<file path="config.mk">
export PLATFORM = sky130hd
export DESIGN_NAME = fib_seq_ctrl
export DESIGN_NICKNAME = d
export VERILOG_FILES = /design/src/rtl/fib_pkg.sv /design/src/rtl/fib_seq_ctrl_alu.sv /design/src/rtl/fib_seq_ctrl.sv
export SDC_FILE = /design/constraint.sdc
export NUM_CORES = 1
export LEC_CHECK = 0
export ABC_CLOCK_PERIOD_IN_PS = 2700
export BUFFER_PORTS_ARGS = -buffer_cell sky130_fd_sc_hd__buf_2
export CAP_MARGIN = 20
export CORE_ASPECT_RATIO = 0.8
export CORE_MARGIN = 4
export CORE_UTILIZATION = 41
export CTS_CLUSTER_DIAMETER = 50
export DETAILED_ROUTE_END_ITERATION = 7
export GPL_TIMING_DRIVEN = 0
export PLACE_DENSITY = 0.6
export SYNTH_ARGS = -nofsm -noshare
export SYNTH_HDL_FRONTEND = slang
export SYNTH_SLANG_ARGS = --single-unit
</file>
<file path="constraint.sdc">
create_clock -name clk -period 2.7 [get_ports clk]
set_input_delay 0.135 -clock clk [delete_from_list [all_inputs] [get_ports clk]]
set_output_delay 0.135 -clock clk [all_outputs]
set_load 0.02 [all_outputs]
</file>
<file path="src/rtl/fib_pkg.sv">
// Shared definitions for the Fibonacci sequencer and the team ALU it drives.
package fib_pkg;

  localparam int unsigned FIB_WIDTH = 4;
  localparam int unsigned FIB_NW    = 4;

  localparam logic [1:0] ALU_OP_ADD = 2'd0;
  localparam logic [1:0] ALU_OP_SUB = 2'd1;
  localparam logic [1:0] ALU_OP_AND = 2'd2;
  localparam logic [1:0] ALU_OP_OR  = 2'd3;

  typedef enum logic {
    IDLE = 1'b0,
    RUN  = 1'b1
  } fib_state_e;

endpackage

</file>
<file path="src/rtl/fib_seq_ctrl_alu.sv">
// Team shared combinational ALU: add/sub/and/or with carry, overflow and zero flags.
module alu
  import fib_pkg::*;
#(
  parameter int unsigned WIDTH = FIB_WIDTH
) (
  input  logic [WIDTH-1:0] a,
  input  logic [WIDTH-1:0] b,
  input  logic [1:0]       op,
  output logic [WIDTH-1:0] y,
  output logic             cf,
  output logic             of,
  output logic             zf
);

  logic [WIDTH:0] ext;

  always_comb begin
    ext = '0;
    of  = 1'b0;
    case (op)
      ALU_OP_ADD: ext = {1'b0, a} + {1'b0, b};
      ALU_OP_SUB: ext = {1'b0, a} - {1'b0, b};
      ALU_OP_AND: ext = {1'b0, a & b};
      ALU_OP_OR:  ext = {1'b0, a | b};
      default:    ext = '0;
    endcase
    y  = ext[WIDTH-1:0];
    cf = ext[WIDTH];
    zf = (y == '0);
    // Signed overflow: add with equal operand signs, sub with differing signs.
    if (op == ALU_OP_ADD)
      of = (a[WIDTH-1] == b[WIDTH-1]) && (y[WIDTH-1] != a[WIDTH-1]);
    else if (op == ALU_OP_SUB)
      of = (a[WIDTH-1] != b[WIDTH-1]) && (y[WIDTH-1] != a[WIDTH-1]);
  end

endmodule

</file>
<file path="src/rtl/fib_seq_ctrl.sv">
// Host-controlled, abortable F(n) sequencer stepping the shared ALU once per cycle.
module fib_seq_ctrl
  import fib_pkg::*;
#(
  parameter int unsigned WIDTH = FIB_WIDTH,
  parameter int unsigned NW    = FIB_NW
) (
  input  logic             clk,
  input  logic             rst,
  input  logic             start,
  input  logic [NW-1:0]    n,
  input  logic             abort,
  output logic             busy,
  output logic             done,
  output logic [WIDTH-1:0] result,
  output logic             ovf,
  output logic [NW-1:0]    step_cnt
);

  fib_state_e       state_q, state_d;
  logic [NW-1:0]    n_lat_q, n_lat_d;
  logic [NW-1:0]    step_q, step_d;
  logic [WIDTH-1:0] fn_q, fn_d;
  logic [WIDTH-1:0] prev_q, prev_d;
  logic [WIDTH-1:0] result_q, result_d;
  logic             ovf_q, ovf_d;
  logic             busy_q, busy_d;
  logic             done_q, done_d;

  logic [WIDTH-1:0] alu_y;
  logic             alu_cf;
  logic             alu_of_unused;
  logic             alu_zf_unused;

  alu #(
    .WIDTH (WIDTH)
  ) u_alu (
    .a  (prev_q),
    .b  (fn_q),
    .op (ALU_OP_ADD),
    .y  (alu_y),
    .cf (alu_cf),
    .of (alu_of_unused),
    .zf (alu_zf_unused)
  );

  always_comb begin
    state_d  = state_q;
    n_lat_d  = n_lat_q;
    step_d   = step_q;
    fn_d     = fn_q;
    prev_d   = prev_q;
    result_d = result_q;
    ovf_d    = ovf_q;
    busy_d   = busy_q;
    done_d   = 1'b0;
    case (state_q)
      IDLE: begin
        if (start) begin
          n_lat_d = n;
          fn_d    = '0;
          prev_d  = WIDTH'(1);
          step_d  = '0;
          ovf_d   = 1'b0;
          busy_d  = 1'b1;
          state_d = RUN;
        end
      end
      RUN: begin
        // Abort wins over both the final step and a normal step.
        if (abort) begin
          busy_d  = 1'b0;
          state_d = IDLE;
        end else if (step_q == n_lat_q) begin
          result_d = fn_q;
          done_d   = 1'b1;
          busy_d   = 1'b0;
          state_d  = IDLE;
        end else begin
          prev_d = fn_q;
          fn_d   = alu_y;
          step_d = step_q + NW'(1);
          ovf_d  = ovf_q | alu_cf;
        end
      end
      default: state_d = IDLE;
    endcase
  end

  always_ff @(posedge clk) begin
    if (rst) begin
      state_q  <= IDLE;
      n_lat_q  <= '0;
      step_q   <= '0;
      fn_q     <= '0;
      prev_q   <= WIDTH'(1);
      result_q <= '0;
      ovf_q    <= 1'b0;
      busy_q   <= 1'b0;
      done_q   <= 1'b0;
    end else begin
      state_q  <= state_d;
      n_lat_q  <= n_lat_d;
      step_q   <= step_d;
      fn_q     <= fn_d;
      prev_q   <= prev_d;
      result_q <= result_d;
      ovf_q    <= ovf_d;
      busy_q   <= busy_d;
      done_q   <= done_d;
    end
  end

  assign busy     = busy_q;
  assign done     = done_q;
  assign result   = result_q;
  assign ovf      = ovf_q;
  assign step_cnt = step_q;

endmodule

</file>
==> results of run 1 <==
-- flip-flops by register name, summed over array words and instances (netlist names) --
register / flops
n_lat_q: 4
prev_q: 4
result: 4
done: 1
ovf: 1
step_cnt: 4
state_q: 1
fn_q: 4
busy: 1
-- placed cells by master, fill, tap and decap left out, types with 5 or more instances in the layout --
cell,synthesis,routed
dfxtp_1,24,24
buf_2,1,19
a21oi_1,16,16
nand2_1,14,14
o21ai_0,10,10
nand3_1,9,9
nand2b_1,7,7
inv_1,6,6
xnor2_1,5,5
nor2_1,5,5
or3_1,5,5
ha_1,5,5
-- final cells by class --
| type | instances | area, sq um |
|---|---|---|
| plain buffers | 5 | 27.5 |
| clock buffers | 4 | 36.3 |
| fillers | 261 | 1230 |
| inverters | 6 | 22.5 |
| multi-input cells | 92 | 566 |
| flip-flops and latches | 24 | 480 |
| well taps | 36 | 45.0 |
| repair buffers | 18 | 90.1 |
-- how the worst max path moves through the flow --
stage,from,end,slack (ps),cells past startpoint
2_1_floorplan,step_cnt[0],step_cnt[3],1170,5
3_3_place_gp,step_cnt[3],result[3],1120,4
3_5_place_dp,step_cnt[3],result[2],1050,4
4_1_cts,step_cnt[3],result[2],1020,4
5_1_grt,step_cnt[3],result[2],870,4
6_report,step_cnt[3],result[2],1030,4
-- logic make-up (layout without fill, tap and decap cells) --
kind of cell | Yosys count | count (layout) | synth area share, %
simple gates | 46 | 46 | 20.9
xor+xnor | 6 | 6 | 4.79
fa+ha+maj | 6 | 6 | 7.53
compound gates | 34 | 34 | 18.4
flops | 24 | 24 | 43.8
buf+inv | 11 | 33 | 4.57
-- worst max-delay path: cells and delay by family (launching register included) --
family	cells	cell delay, ps
xor+xnor	1	350
compound gates	1	160
simple gates	2	750
flops	1	360
-- layer usage --
metal | wire length, um | track usage [%] | vias to the layer above
li1 | - | - | 482
met1 | 1290 | 21.1 | 413
met2 | 984 | 24.5 | 23
met3 | 130 | 5.13 | 2
met4 | 13 | 3.10 | 0
met5 | 0 | 0 | -
-- stage by stage --
step | std cells | utilization [%] | setup slack [ps] | instance area [sq um] | power [mW]
2_1_floorplan | 127 | - | 1170 | 1100 | 0.416
3_3_place_gp | 181 | 49.2 | 1120 | 1230 | 0.436
3_5_place_dp | 181 | 49.2 | 1050 | 1230 | 0.438
4_1_cts | 185 | 50.6 | 1020 | 1270 | 0.629
5_1_grt | 185 | 50.6 | 869 | 1270 | 0.655
6_report | 185 | 50.6 | 1030 | 1270 | 0.622
-- power groups by stage --
stage	registers [mW]	logic [mW]	clock network [mW]
3_5_place_dp	0.375	0.0628	0
3_3_place_gp	0.375	0.0612	0
5_1_grt	0.369	0.0713	0.215
2_1_floorplan	0.377	0.0386	0
6_report	0.368	0.0625	0.192
4_1_cts	0.368	0.0630	0.198
==> summary.txt, run 1 <==
Power
  – Combinational share of power: 10.0%
  – Maximum vdd drop: 0.000227 V
  – Clock power frac: between 30% and 40%
  – Seq pwr share: 59.1%
  – P_leak: between 0.4 and 0.5 nW
  – Switching Fraction: 25.1%
  – Sw Pwr: 0.156 mW
  – Int Pwr: roughly 0.47 mW
  – Pwr per Cell Area: 491 nW/um^2

Place
  – Final Wtd Congestion: 0.767
  – Port bufs: 18
  – DP Wirelength: around 1800 um

Setup path
  – Setup crit start kind: register
  – R2R depth: 4
  – WS Path Type: register to register
  – Critical-path top delay cell: or2_2
  – Reg2reg setup slack: 1030 ps
  – CP arrival: 1920 ps
  – CP cell instances: xnor2_1 > nand4_1 > or2_2 > o21ai_0
  – Critical Path End Type: register
  – CP required: 2950 ps
  – Crit-path max cell delay: 410 ps
  – Crit-path max FO: 8
  – Reg-to-reg critical path startpoint: step_cnt[3]
  – FF-to-FF End: result[2]

Floorplanning
  – Die ar.: ~3600 sq um
  – Rows: 16
  – Starting Density: between 40% and 50%
  – Core Area: 2500 sq um
  – IO Count: 19
  – Chip Height: 54.2 um
  – Die Wd: between 60 and 70 um

Logic synthesis
  – Top-count cell post-synth: dfxtp_1
  – Syn Nets: 141
  – Synth warn: 0
  – Count of cell types in the netlist: 25
  – Largest cells by area after synthesis: dfxtp_1 44%, a21oi_1 7.3%, ha_1 5.7%
  – Area leader, netlist: dfxtp_1
  – Mapped Cells: 127
  – Post-Syn Area per Cell: 8.63 sq um
  – Post-synth top cells: 24 x dfxtp_1, 16 x a21oi_1, 14 x nand2_1, 10 x o21ai_0, 9 x nand3_1
  – EDFF count, synth: 0
  – Register area share after synthesis: 43.8%
  – Synthesized area: 1100 sq um
  – Ys async rst share: 0%
  – Predominant post-synthesis flop cell: dfxtp_1
  – Synth top area share: 43.8%
  – FF+latch count, synth: 24

Detailed routing
  – Final ANT Viol Nets: 0
  – Vias per cell: a little under 5
  – Detailed Routing Iterations Pass 1: 4
  – WL/cell: 13.1 um
  – DRT iter0 DRCs: 29
  – DR vias: 920
  – DR DRC count: 0
  – Post-detailed-routing wire length: 2420 um

Clock tree
  – Max Root-Sink Buffers: 2
  – Clock transition at path regs: between 100 and 150 ps
  – Cts bufs inserted: 3
  – Number of clock sinks: 24
  – # resized after CTS: 0
  – Skew-Pair Late Insertion Delay: 310 ps
  – Cts hold-fix bufs: 0
  – Post-CTS Setup Repair Bufs: 0
  – Clk root buf: clkbuf_4
  – H-tree depth: 1
  – CTS tree: built

STA
  – RSZ-0062 raised after global routing: false
  – F_max: 0.598 GHz
  – Final setup vio count: 0
  – WHS: about 40 ps
  – Final Max Tran Viols: 0
  – Min Tclk post-route: between 1500 and 2000 ps
  – Worst Tran Pin Value: 554 ps
  – Sum Neg Setup Slack: 0 ps
  – Final Cycle Share: about 62%
  – Final Skew: 5.03 ps
  – Fin. Hold Viols: 0
  – Max transition margin: 63.0%

Cells and area
  – Area Overhead vs Synth: 15.6%
  – Final nets: 164
  – Layout cells sized above 1: 17.4%
  – ANT cells: 0

Hold path
  – Worst Hold Class: primary input to register
  – Hold_sp: n[1]
  – End of the worst hold path: n_lat_q[1]
  – WHS Path Cells: 3

Job
  – Max-Cap Viols: 0

Global route
  – Vias in the first global route: 870
  – Initial antenna violation count: 0
  – Global-route wire length before repair: 4110 um
  – All-Layer GR Usage: roughly 16%
  – Largest net degree at the start of global routing: 14
  – Grt total ovfl: 0

Status
  – Outcome: finished clean
Power figures use the tool's default switching activity.
==> run 2: changes to the inputs <==
--- a/config.mk
+++ b/config.mk
@@ -5,7 +5,7 @@
 export SDC_FILE = /design/constraint.sdc
 export NUM_CORES = 1
 export LEC_CHECK = 0
-export ABC_CLOCK_PERIOD_IN_PS = 2700
+export ABC_CLOCK_PERIOD_IN_PS = 1600
 export BUFFER_PORTS_ARGS = -buffer_cell sky130_fd_sc_hd__buf_2
 export CAP_MARGIN = 20
 export CORE_ASPECT_RATIO = 0.8
==> constraint.sdc (replaced) <==
create_clock -name clk -period 1.6 [get_ports clk]
set_input_delay 0.08 -clock clk [delete_from_list [all_inputs] [get_ports clk]]
set_output_delay 0.08 -clock clk [all_outputs]
set_load 0.02 [all_outputs]
==> run 2 against run 1 <==
Flip-flop and latch count is the same. Highest routed layer unchanged. Total power grew 74%. Sequential share of layout area shrank 2.4 points. Utilization grew 4.2 points. Combinational power grew 110%. Die area is the same. Sequential power grew 70%. Worst setup slack lost 900 ps. Cell area grew 8.3%. Clock power grew 69%. Hold slack lost 12 ps. Final cell count grew 3.8%.
==> summary.txt, run 2 (same netlist as run 1, synthesis figures left out) <==
Global route
  – Largest net degree at the start of global routing: 14 (unchanged)
  – Global-route wire length before repair: 4160 um (+1.3%)
  – Initial antenna violation count: 0 (unchanged)
  – All-Layer GR Usage: 15.7% (+0.16 points)
  – Vias in the first global route: 890 (+2.3%)
  – Grt total ovfl: 0 (unchanged)

Detailed routing
  – Vias per cell: 4.97 (about the same)
  – DR DRC count: 0 (unchanged)
  – Wl on met1: 1310 um (+1.7%)
  – Met3 WL: 130 um (unchanged)
  – Top sig layer: met4
  – Post-detailed-routing wire length: 2470 um (+2.3%)
  – Final ANT Viol Nets: 0 (unchanged)
  – Detailed Routing Iterations Pass 1: 4 (unchanged)
  – DR vias: 955 (+3.8%)
  – Routed wl met2: 1020 um (+3.3%)
  – WL/cell: 12.9 um (-1.5%)
  – DRT iter0 DRCs: 19 (-34%)

STA
  – Fin. Hold Viols: 0 (unchanged)
  – Worst Tran Pin Value: 565 ps (+11.1 ps)
  – Final setup vio count: 0 (unchanged)
  – WHS: 27.2 ps (-12.3 ps)
  – Sum Neg Setup Slack: 0 ps (unchanged)
  – RSZ-0062 raised after global routing: false
  – F_max: 0.681 GHz (+14%)
  – Final Max Tran Viols: 0 (unchanged)
  – Min Tclk post-route: 1470 ps (-204 ps)
  – Final Cycle Share: 91.8% (+30 points)
  – Final Skew: 3.59 ps (-1.44 ps)
  – Max transition margin: 62.2% (-0.74 points)

Floorplanning
  – Starting Density: 43.8% (unchanged)
  – Die ar.: 3570 sq um (unchanged)
  – Die Wd: 65.8 um (unchanged)
  – Rows: 16 (unchanged)
  – Core Area: 2500 sq um (unchanged)
  – IO Count: 19 (unchanged)
  – Chip Height: 54.2 um (unchanged)

Place
  – DP Area: 1230 sq um (unchanged)
  – Final Wtd Congestion: 0.767 (unchanged)
  – Port bufs: 18 (unchanged)
  – DP Wirelength: 1780 um (unchanged)

Cells and area
  – Final instance area: 1370 sq um (+8.3%)
  – Layout cells sized above 1: 26.3% (+8.8 points)
  – ANT cells: 0 (unchanged)
  – Commonest non-fill, non-tap cell in the layout: buf_2
  – Highest-count cells in the layout ignoring fill and taps: 19 x buf_2, 18 x dfxtp_1, 16 x a21oi_1
  – Area Overhead vs Synth: 25.2%
  – Final nets: 171 (+4.3%)

Setup path
  – CP arrival: 1720 ps (-200 ps)
  – CP Capture Point: prev_q[1]
  – R2R depth: 6 (+2)
  – WS Path Type: register to register
  – FF-to-FF End: prev_q[1]
  – Reg2reg setup slack: 130 ps (-900 ps)
  – Reg-to-reg critical path startpoint: n_lat_q[3]
  – CP startpoint: n_lat_q[3]
  – Crit-path max FO: 10 (+2)
  – Critical Path End Type: register
  – Setup crit start kind: register
  – CP required: 1850 ps (-1100 ps)

Clock tree
  – Number of clock sinks: 24 (unchanged)
  – Cts bufs inserted: 3 (unchanged)
  – CTS tree: built
  – Clock transition at path regs: 130 ps (about the same)
  – H-tree depth: 1 (unchanged)
  – Clk root buf: clkbuf_4
  – Max Root-Sink Buffers: 2 (unchanged)
  – Skew-Pair Late Insertion Delay: 310 ps (about the same)

Job
  – Max-Cap Viols: 0 (unchanged)

Power
  – Pwr per Cell Area: 786 nW/um^2 (+60%)
  – Pwr Total: 1.08 mW (+74%)
  – P_leak: 0.527 nW (+8.8%)
  – Maximum vdd drop: 0.000397 V (+75%)

Status
  – Outcome: finished clean

Hold path
  – Worst Hold Class: primary input to register
-- run 2: cell types whose count changed in the layout (fill, tap and decap cells not counted), sizes merged --
cell,before,now
buf,20,23
dlygate4sd3,0,4
-- run 2: worst min-delay path by stage --
stage	from	end	slack, ps	depth (start not counted)
after floorplan	n[0]	n_lat_q[0]	220	2
after global placement	n[1]	n_lat_q[1]	320	3
after detailed placement	n[1]	n_lat_q[1]	330	3
after CTS	abort	busy	20	3
after global routing	abort	busy	40	3
final	abort	busy	30	3
-- run 2: what timing repair did --
item / in CTS / in global routing
pin swaps: 1 / 2
endpoints found under the setup margin: 6 / 14
hold buffers: 4 / 0
endpoints found under the hold margin: 4 / 0
resized for setup: 1 / 11
buffers inserted: 2 / 1
-- run 2: worst max-delay path: stages, from the launching register on --
cell and delay, ps:
dfxtp_1 360, xnor2_2 240, a41o_1 220, buf_6 130, buf_2 210, nand3_1 100, a21oi_1 150
-- run 2: per-stage QoR --
step / setup WS (ps) / util (%) / instances
after global routing: 10.7 / 54.9 / 192
after detailed placement: -45.4 / 49.2 / 181
after CTS: 9.96 / 53.2 / 191
after global placement: 24.2 / 49.2 / 181
after floorplan: 65.0 / - / 127
final: 131 / 54.9 / 192
-- run 2: area by class of cell --
class | count | area [sq um]
Buffer | 5 | 27.5
Clock buffer | 4 | 36.3
Fill cell | 248 | 1130
Inverter | 6 | 22.5
Multi-Input combinational cell | 92 | 601
Sequential cell | 24 | 488
Tap cell | 36 | 45.0
Timing Repair Buffer | 25 | 153
-- run 2: power breakdown --
part	internal, mW	switching (mW)	total, mW
Combinational	0.0571	0.0734	0.130
Sequential	0.612	0.0120	0.624
Clock	0.139	0.186	0.325
Total	0.808	0.271	1.08
-- run 2: metal layers --
metal	GRT usage [%]	vias to the layer above
met4	3.10	0
li1	-	497
met2	24.6	23
met3	5.13	2
met5	0	-
met1	21.4	433
